--- src/rtl/lutram_stress_pkg.sv ---
// Shared types and helpers for the LUTRAM march-test driver.
// Latency: n/a (types, constants and a pure function only).
// Backpressure: n/a.
package lutram_stress_pkg;

  typedef enum logic [2:0] {
    IDLE,
    WR_BG,
    RD_WR,
    RD_DN,
    DRAIN,
    DONE
  } state_t;

  // Read-then-write sub-cycle used by the ascending read-check/complement pass.
  typedef enum logic {
    SUB_RD,
    SUB_WR
  } sub_t;

  localparam int RD_LAT_MAX = 3;

  // Pattern arithmetic is done at a fixed width and truncated by the caller to DW.
  localparam int PAT_W = 32;

  function automatic logic [PAT_W-1:0] pat(input logic [PAT_W-1:0] a, input logic [PAT_W-1:0] seed);
    return seed ^ a;
  endfunction

endpackage

--- src/rtl/lutram_stress_chk.sv ---
// Read-data checker: delays each issued compare to line up with mem_rdat, counts mismatches.
// Latency: compare retires RD_LAT cycles after issue; err_cnt/first_err_addr update on the following edge.
// Backpressure: none; one compare may be issued every cycle.
module lutram_stress_chk
  import lutram_stress_pkg::*;
#(
  parameter int AW     = 8,
  parameter int DW     = 10,
  parameter int RD_LAT = 0,
  parameter int ERR_W  = 16
) (
  input  logic             clk,
  input  logic             rst_n,
  input  logic             clr,
  input  logic             iss_vld,
  input  logic [AW-1:0]    iss_addr,
  input  logic [DW-1:0]    iss_exp,
  input  logic [DW-1:0]    mem_rdat,
  output logic [ERR_W-1:0] err_cnt,
  output logic [AW-1:0]    first_err_addr
);

  logic          cmp_vld;
  logic [AW-1:0] cmp_addr;
  logic [DW-1:0] cmp_exp;
  logic          mis;

  if (RD_LAT == 0) begin : g_nodly
    assign cmp_vld  = iss_vld;
    assign cmp_addr = iss_addr;
    assign cmp_exp  = iss_exp;
  end else begin : g_dly
    logic [RD_LAT-1:0]         vld_q;
    logic [RD_LAT-1:0][AW-1:0] addr_q;
    logic [RD_LAT-1:0][DW-1:0] exp_q;

    // Shift each compare along so it meets the memory's read data.
    always_ff @(posedge clk) begin
      if (!rst_n) begin
        vld_q  <= '0;
        addr_q <= '0;
        exp_q  <= '0;
      end else begin
        vld_q[0]  <= iss_vld;
        addr_q[0] <= iss_addr;
        exp_q[0]  <= iss_exp;
        for (int i = 1; i < RD_LAT; i++) begin
          vld_q[i]  <= vld_q[i-1];
          addr_q[i] <= addr_q[i-1];
          exp_q[i]  <= exp_q[i-1];
        end
      end
    end

    assign cmp_vld  = vld_q[RD_LAT-1];
    assign cmp_addr = addr_q[RD_LAT-1];
    assign cmp_exp  = exp_q[RD_LAT-1];
  end

  assign mis = cmp_vld && (mem_rdat != cmp_exp);

  // Saturating error count; the address is captured only while the count is still zero.
  always_ff @(posedge clk) begin
    if (!rst_n) begin
      err_cnt        <= '0;
      first_err_addr <= '0;
    end else if (clr) begin
      err_cnt        <= '0;
      first_err_addr <= '0;
    end else if (mis) begin
      if (err_cnt != '1) err_cnt <= err_cnt + ERR_W'(1);
      if (err_cnt == '0) first_err_addr <= cmp_addr;
    end
  end

endmodule

--- src/rtl/lutram_stress_driver.sv ---
// March-test initiator: background write, ascending read/complement-write, descending read; optional LUTRAM_STRESS_ERR_INJECT_EN.
// Latency: done rises 4*DEPTH+RD_LAT+1 edges after the edge that samples start.
// Backpressure: none; start is ignored while busy, the memory is assumed always ready.
module lutram_stress_driver
  import lutram_stress_pkg::*;
#(
  parameter int            DEPTH    = 160,
  parameter int            DW       = 10,
  parameter int            RD_LAT   = 0,
  parameter logic [DW-1:0] SEED     = DW'(10'h2A5),
  parameter int            ERR_W    = 16,
  parameter int            INJ_ADDR = 37,
  localparam int           AW       = (DEPTH > 1) ? $clog2(DEPTH) : 1
) (
  input  logic             clk,
  input  logic             rst_n,
  input  logic             start,
  output logic [AW-1:0]    mem_addr,
  output logic             mem_we,
  output logic [DW-1:0]    mem_wdat,
  input  logic [DW-1:0]    mem_rdat,
  output logic             busy,
  output logic             done,
  output logic             pass,
  output logic [ERR_W-1:0] err_cnt,
  output logic [AW-1:0]    first_err_addr
);

  localparam logic [AW-1:0] LAST = AW'(DEPTH - 1);

  if (RD_LAT < 0 || RD_LAT > RD_LAT_MAX) begin : g_bad_rd_lat
    $error("lutram_stress_driver: RD_LAT out of range");
  end
  if (INJ_ADDR < 0 || INJ_ADDR >= DEPTH) begin : g_bad_inj_addr
    $error("lutram_stress_driver: INJ_ADDR outside the memory");
  end

  state_t        state;
  sub_t          sub;
  logic [1:0]    drain_cnt;
  logic          iss_vld;
  logic [DW-1:0] iss_exp;
  logic          launch;

  function automatic logic [DW-1:0] fwd_pat(input logic [AW-1:0] a);
    return DW'(pat(PAT_W'(a), PAT_W'(SEED)));
  endfunction

  // Background data; the injection variant corrupts bit 0 of one word so a healthy bank must fail.
  function automatic logic [DW-1:0] bg_pat(input logic [AW-1:0] a);
`ifdef LUTRAM_STRESS_ERR_INJECT_EN
    return fwd_pat(a) ^ DW'(a == AW'(INJ_ADDR));
`else
    return fwd_pat(a);
`endif
  endfunction

  assign launch = start && ((state == IDLE) || (state == DONE));
  assign pass   = done && (err_cnt == '0);

  // Sequencer: every memory-side output is registered for the cycle it applies to.
  always_ff @(posedge clk) begin
    if (!rst_n) begin
      state     <= IDLE;
      sub       <= SUB_RD;
      drain_cnt <= '0;
      mem_addr  <= '0;
      mem_we    <= 1'b0;
      mem_wdat  <= '0;
      iss_vld   <= 1'b0;
      iss_exp   <= '0;
      busy      <= 1'b0;
      done      <= 1'b0;
    end else begin
      mem_we  <= 1'b0;
      iss_vld <= 1'b0;
      case (state)
        IDLE, DONE: begin
          if (start) begin
            state    <= WR_BG;
            mem_addr <= '0;
            mem_we   <= 1'b1;
            mem_wdat <= bg_pat('0);
            busy     <= 1'b1;
            done     <= 1'b0;
          end
        end
        WR_BG: begin
          if (mem_addr == LAST) begin
            state    <= RD_WR;
            sub      <= SUB_RD;
            mem_addr <= '0;
            iss_vld  <= 1'b1;
            iss_exp  <= fwd_pat('0);
          end else begin
            mem_addr <= mem_addr + AW'(1);
            mem_we   <= 1'b1;
            mem_wdat <= bg_pat(mem_addr + AW'(1));
          end
        end
        RD_WR: begin
          if (sub == SUB_RD) begin
            sub      <= SUB_WR;
            mem_we   <= 1'b1;
            mem_wdat <= ~fwd_pat(mem_addr);
          end else if (mem_addr == LAST) begin
            // Descending pass starts on the same top word, now holding its complement.
            state   <= RD_DN;
            iss_vld <= 1'b1;
            iss_exp <= ~fwd_pat(LAST);
          end else begin
            sub      <= SUB_RD;
            mem_addr <= mem_addr + AW'(1);
            iss_vld  <= 1'b1;
            iss_exp  <= fwd_pat(mem_addr + AW'(1));
          end
        end
        RD_DN: begin
          if (mem_addr == '0) begin
            state     <= DRAIN;
            drain_cnt <= '0;
          end else begin
            mem_addr <= mem_addr - AW'(1);
            iss_vld  <= 1'b1;
            iss_exp  <= ~fwd_pat(mem_addr - AW'(1));
          end
        end
        DRAIN: begin
          if (drain_cnt == 2'(RD_LAT)) begin
            state <= DONE;
            busy  <= 1'b0;
            done  <= 1'b1;
          end else begin
            drain_cnt <= drain_cnt + 2'd1;
          end
        end
        default: state <= IDLE;
      endcase
    end
  end

  lutram_stress_chk #(
    .AW    (AW),
    .DW    (DW),
    .RD_LAT(RD_LAT),
    .ERR_W (ERR_W)
  ) u_chk (
    .clk           (clk),
    .rst_n         (rst_n),
    .clr           (launch),
    .iss_vld       (iss_vld),
    .iss_addr      (mem_addr),
    .iss_exp       (iss_exp),
    .mem_rdat      (mem_rdat),
    .err_cnt       (err_cnt),
    .first_err_addr(first_err_addr)
  );

endmodule

--- config.mk ---
export PLATFORM = sky130hd
export DESIGN_NAME = lutram_stress_driver
export DESIGN_NICKNAME = d
export VERILOG_FILES = /design/src/rtl/lutram_stress_pkg.sv /design/src/rtl/lutram_stress_chk.sv /design/src/rtl/lutram_stress_driver.sv
export SDC_FILE = /design/constraint.sdc
export NUM_CORES = 1
export LEC_CHECK = 0
export CAP_MARGIN = 0
export CELL_PAD_IN_SITES_DETAIL_PLACEMENT = 0
export CELL_PAD_IN_SITES_GLOBAL_PLACEMENT = 2
export CORE_AREA = 4 4 145 105
export CTS_CLUSTER_DIAMETER = 30
export DETAILED_ROUTE_END_ITERATION = 10
export DIE_AREA = 0 0 149 109
export PLACE_DENSITY = 0.71
export SYNTH_ARGS = -nofsm -noshare
export SYNTH_HDL_FRONTEND = slang
export SYNTH_SLANG_ARGS = --single-unit
--- constraint.sdc ---
create_clock -name clk -period 2.1 [get_ports clk]
set_input_delay 0.21 -clock clk [delete_from_list [all_inputs] [get_ports clk]]
set_output_delay 0.21 -clock clk [all_outputs]
set_load 0.01 [all_outputs]
# Yosys cells after proc, flatten, opt, wreduce, memory -nomap -nowiden
# Cells that the tools add are included.
dict set report classes {
  add_sub_neg 4
  n_eq_ne 19
  n_mux 42
  n_bitwise 6
  reduce_logical 25
}
# op count
set op_table {}
lappend op_table {{$mux 10} 7}
lappend op_table {{$pmux 10 s3} 2}
lappend op_table {{$mux 8} 5}
lappend op_table {{$pmux 8 s4} 1}
lappend op_table {{$ne 2x2->1 const B} 11}
lappend op_table {{$not 10->10} 2}
lappend op_table {{$mux 3} 6}
lappend op_table {{$add 16x1->16 const B} 1}
lappend op_table {{$logic_not 16->1} 1}
lappend op_table {{$ne 16x16->1 const B} 1}
lappend op_table {{$not 4->5} 3}
lappend op_table {{$pmux 3 s5} 1}
lappend op_table {{$mux 1} 12}
lappend op_table {{$ne 10x10->1} 1}
lappend op_table {{$add 8x1->8 const B} 1}
lappend op_table {{$eq 8x8->1 const B} 1}
lappend op_table {{$logic_not 8->1} 1}
lappend op_table {{$reduce_and 4->1} 2}
lappend op_table {{$sub 8x1->8 const B} 1}
lappend op_table {{$eq 3x2->1 const B} 2}
lappend op_table {{$eq 3x3->1 const B} 2}
lappend op_table {{$pmux 1 s2} 3}
lappend op_table {{$pmux 1 s3} 2}
lappend op_table {{$reduce_and 2->1} 3}
lappend op_table {{16 further kinds} 24}
dict set report totals {
  reg_bits 62
  inputBits 13
  wordCells 108
}

# Logic depth before layout (Yosys ltp)
dict set report depth {
  depth_word 5
  depth_mapped 10
  depth_no_buf 7
}

# Hierarchy
# A second synthesis with hierarchy kept.
dict set report hier_totals {
  hier_cells 457
  hier_area_um2 3731.1
}
# mod instances cells_per_inst area_each_um2
set modules_own_cells {}
lappend modules_own_cells {lutram_stress_driver 1 292 2343.5}
lappend modules_own_cells {lutram_stress_chk 1 165 1387.6}

# Worst setup path after synthesis
# OpenSTA, ideal clock, no wires.
dict set report synth_timing {
  kind {reg2reg}
  startpoint {register mem_addr[0]}
  endpoint {register iss_exp[4]}
  setup_ns 0.067
  arrival_ns 2.241
  setup_slack_ns -0.208
  stages_incl_launch_ff 11
  n_path_buf 3
  synth_period_minus_slack_ns 2.308
  cell_sequence {dfxtp_1 -> clkbuf_1 -> clkbuf_1 -> inv_1 -> ha_1 -> or4b_4 -> o21ai_2 -> a221oi_4 -> buf_6 -> o211ai_4 -> a21oi_2}
}
dict set report synth_between {
  elab_chain_cells 4
  elab_cells_between_ends 12
  cone_classes {add/sub: 2; eq/ne: 3; mux: 4; bitwise: 1; reduce/logical: 2}
}
# item line
set synth_lines {}
lappend synth_lines {{start, declared} lutram_stress_driver.sv:18} ;# output logic [AW-1:0] mem_addr,
lappend synth_lines {{start signal, assigned} lutram_stress_driver.sv:96} ;# mem_addr <= mem_addr + AW'(1);
lappend synth_lines {{start signal, assigned} lutram_stress_driver.sv:113} ;# mem_addr <= mem_addr + AW'(1);
lappend synth_lines {{start signal, assigned} lutram_stress_driver.sv:123} ;# mem_addr <= mem_addr - AW'(1);
lappend synth_lines {{$add 8x1->8 (tied with other cells)} lutram_stress_driver.sv:115} ;# iss_exp <= fwd_pat(mem_addr + AW'(1));
lappend synth_lines {{$mux 10 or $not 10->10 (tied branches)} {lutram_stress_driver.sv:106, lutram_stress_driver.sv:125}}
lappend synth_lines {{$mux 10 (on tied branches)} {lutram_stress_driver.sv:102, lutram_stress_driver.sv:119}}
lappend synth_lines {{$pmux 10 s3} lutram_stress_driver.sv:77} ;# case (state)
lappend synth_lines {{end signal, assigned} lutram_stress_driver.sv:110} ;# iss_exp <= ~fwd_pat(LAST);
lappend synth_lines {{end signal, assigned} lutram_stress_driver.sv:115}
lappend synth_lines {{end signal, assigned} lutram_stress_driver.sv:125} ;# iss_exp <= ~fwd_pat(mem_addr - AW'(1));
lappend synth_lines {{end, declared} lutram_stress_driver.sv:42} ;# logic [DW-1:0] iss_exp;
# Parallel ways exist; a longest one is shown, timed or not. The select of a mux whose other input is x is not followed.
# A chain may end at the register's enable or synchronous reset.

# Worst setup path in the final report
dict set report layout_timing {
  startpoint {register mem_addr[6]}
  endpoint {register iss_exp[7]}
}
dict set report layout_between {
  elab_chain_cells 5
  elab_cells_between_ends 14
  cone_classes {add/sub: 2; eq/ne: 3; mux: 4; bitwise: 3; reduce/logical: 2}
}
# item line
set layout_lines {}
lappend layout_lines {{$add 8x1->8 or $sub 8x1->8 (tied branches)} {lutram_stress_driver.sv:115, lutram_stress_driver.sv:125}}
lappend layout_lines {{$not 4->5 (no source line)} --}
lappend layout_lines {{$mux 10 or $not 10->10 (tied branches)} {lutram_stress_driver.sv:106, lutram_stress_driver.sv:125}}
lappend layout_lines {{$mux 10 (on tied branches)} {lutram_stress_driver.sv:102, lutram_stress_driver.sv:119}}
lappend layout_lines {{$pmux 10 s3} lutram_stress_driver.sv:77}
lappend layout_lines {{end signal, assigned} lutram_stress_driver.sv:94} ;# iss_exp <= fwd_pat('0);
lappend layout_lines {{end signal, assigned} lutram_stress_driver.sv:110}
lappend layout_lines {{end signal, assigned} lutram_stress_driver.sv:115}
# Parallel ways exist; a longest one is shown, timed or not. The select of a mux whose other input is x is not followed.

==> flow_summary_export.csv <==
group,metric,value,unit
die,die_y,109,um
clock_network,htreeDepth,3,
yosys,async_flop_share,0,
clock_network,cts_made_buffers,9,
cells_and_area,layout-drive-gt1-share,0.2175,
min_path,min_path_type,"flop to flop",
yosys,yosysUniqueCellTypes,84,
critical_path,worst_ep_required_time,2.38,ns
yosys,synthAdderAreaFrac,0.01906,
critical_path,cp_cell_sequence,"buf_4 -> nand4_1 -> o21ai_0 -> a21oi_1 -> o2111ai_1 -> o211a_1",
timing,setup_violations,0,
die,rows,36,
power,p_per_area,598.5,nW/um2
yosys,synth_xor_area_frac,0.03335,
critical_path,critPathKind,"flop to flop",
routing,route.detailed.drc,0,
timing,rsz0062_at_grt,"false",
yosys,synth_mux_area_frac,0.03081,
yosys,syn-num-nets,501,
outcome,status,"finished, final reports clean",
routing,vias_per_cell,5.333,
cells_and_area,fin_cells,783,
global_route,grt.total_usage,0.1865,
routing,totalWireLength,14860,um
routing,routedWlPerCell,18.98,um
yosys,yosysSeqAreaShare,0.3151,
yosys,avgSynthCellArea,8.172,um2
die,die_width,149,um
critical_path,cp_slowest_stage_delay,0.58,ns
critical_path,cp_slowest_cell,"dfxtp_1",
yosys,synth_edf_count,0,
cells_and_area,diodes,0,
yosys,synth-compound-area-share,0.2786,
critical_path,crit_arrival,2.31,ns
timing,max-slew-margin-rel,0.6548,
placed_design,pre_cts_slack,-0.02813,ns
cells_and_area,utilization,0.4005,
yosys,synth_ff_type,"dfxtp_1",
routing,drtPass1Iterations,5,
cells_and_area,syn_to_final_growth,40.15,%
critical_path,start_kind,"flop",
placed_design,gp_congestion,0.8795,
timing,tightest_slew,0.5123,ns
cells_and_area,regArea,1242,um2
yosys,ys_seq_elements,62,
global_route,grt_max_degree,21,
placed_design,io_buffers,58,
cells_and_area,multi_input_area,2496,um2
cells_and_area,fillCellCount,1438,
power,power_leakage,2.058,nW
yosys,synth_top_family_by_area,"compound AO/OA/AOI/OAI gates",
yosys,synth_area,3939,um2
global_route,overflow,0,
die,core,13780,um2
global_route,grt_pass1_wl,23270,um
timing,timing.final.crit_share,0.9650,
timing,final.min_clock_period,2.026,ns
routing,vias,4176,
global_route,antenna_found_initial,0,
clock_network,cts_root_buffer,"clkbuf_16",
critical_path,crit_path_end_kind,"flop",
routing,drt-initial-drc-count,348,
clock_network,cts_tree,"yes",
yosys,synth-simple-area-share,0.2608,
power,ir_drop,352.8,uV
clock_network,clk_pin_slew,0.06,ns
timing,final_max_slew_viol_count,0,
die,dieArea,16240,um2
timing,max_freq,493.5,MHz
flow_run,drv_cap,0,
critical_path,path_max_fanout,7,
timing,finClkSkew,0.007794,ns
placed_design,hpwl,11240,um
die,io-pin-count,59,
routing,drtAntennaViolNets,0,
yosys,postSynthCellCount,482,
die,initial_core_util,0.2858,
clock_network,insertion_delay,0.34,ns
yosys,ys_warn_count,0,
timing,final.setup.worst_slack,0.07355,ns
placed_design,place_inst,766,
clock_network,clock_sinks,62,
cells_and_area,nNetsFinal,607,
power,total_power,3.304,mW
clock_network,clockBufferDepth,2,
global_route,grt_pass1_vias,4078,
timing,report.final.hold_viol_count,0,
==> cell type report <==
cell class | count | area share
Multi-Input combinational cell | 369 | 0.4522
Sequential cell | 62 | 0.2251
Timing Repair Buffer | 132 | 0.2117
Tap cell | 190 | 0.04306
Clock buffer | 9 | 0.04080
Clock inverter | 7 | 0.01768
Inverter | 14 | 0.009519
==> stage by stage <==
stage | hold slack [ns] | setup TNS (ns) | area (um2)
floorplan | 0.4539 | 0 | 3966
global placement | 0.4768 | -0.04111 | 5161
detailed placement | 0.4777 | -0.1085 | 5161
CTS | 0.4937 | 0 | 5490
global route | 0.5169 | 0 | 5520
finish | 0.4934 | 0 | 5520
==> cell usage after synthesis (all sizes together), types with 4 or more instances <==
cell type,number,area share
a21o,6,0.012
a21oi,34,0.045
a22oi,5,0.0095
a31oi,7,0.011
and2,6,0.0095
and3,7,0.011
and4,6,0.013
buf,18,0.031
clkbuf,19,0.018
dfxtp,62,0.32
ha,6,0.019
inv,13,0.012
mux2i,11,0.028
nand2,34,0.032
nand2b,8,0.013
nand3,14,0.018
nand4,13,0.021
nor2,39,0.039
nor2b,4,0.0064
nor3,20,0.027
nor3b,5,0.014
nor4,5,0.0079
o2111ai,5,0.011
o211ai,5,0.014
o21ai,33,0.045
o22ai,8,0.013
o31ai,7,0.017
or3,9,0.014
or4,5,0.0095
xnor2,14,0.031
==> what timing repair did <==
| item | 4_1_cts | 5_1_grt |
|---|---|---|
| pin swaps | 1 | 1 |
| buffers inserted | 1 | 0 |
| setup endpoints to repair | 1 | 24 |
| resized for setup | 1 | 11 |
| hold buffers | 0 | 0 |
==> sequential cells by signal (all words and copies together) (netlist names) <==
signal                cells
u_chk.err_cnt            16
iss_exp                  10
mem_wdat                 10
mem_addr                  8
u_chk.first_err_addr      8
state                     3
drain_cnt                 2
busy                      1
done                      1
iss_vld                   1
mem_we                    1
sub                       1
==> kinds of logic after synthesis <==
family,after synthesis
compound gates,149
buf+inv,51
flops,62
xor+xnor,15
fa+ha+maj,6
mux,12
simple gates,187
==> where the power goes <==
| part | switching, mW | internal [mW] | total (mW) |
|---|---|---|---|
| logic | 0.227 | 0.208 | 0.435 |
| clock network | 0.593 | 1.04 | 1.64 |
| registers | 0.0254 | 1.21 | 1.23 |
| total | 0.845 | 2.46 | 3.30 |
==> per-layer routing <==
metal / GRT usage / wire [um] / vias to the layer above
met5: 0 / 0 / -
met4: 0.03854 / 118 / 0
met3: 0.05484 / 1089 / 9
met2: 0.2543 / 5921 / 139
met1: 0.2859 / 7732 / 2005
li1: - / - / 2023
==> layout by cell type, fill, tap and decap left out, drive strengths merged, types with 9 or more instances in the layout <==
master,n
or3,9
nor3,20
inv,14
o21ai,33
a21oi,34
clkdlybuf4s50,57
nand4,13
nand2,34
clkbuf,10
nand3,14
nor2,39
xnor2,14
buf,74
mux2i,11
dfxtp,62
==> final timing paths <==
kind / start / to / slack (ns) / cells after the start
worst max register to register: mem_addr[6] / iss_exp[7] / 0.07 / 6
worst min-delay path: mem_wdat[4] / mem_wdat[4] / 0.49 / 2
worst min register to register: mem_wdat[4] / mem_wdat[4] / 0.49 / 2
worst max-delay path: mem_addr[6] / iss_exp[7] / 0.07 / 6
==> critical path, delay by kind of cell, from the launching register on <==
kind | cells | cell delay, ns
AO/OA/AOI/OAI | 4 | 1.03
flip-flops | 1 | 0.58
buffers and inverters | 1 | 0.24
AND/OR/NAND/NOR | 1 | 0.11
No activity file was read; power rests on OpenSTA's default activity.
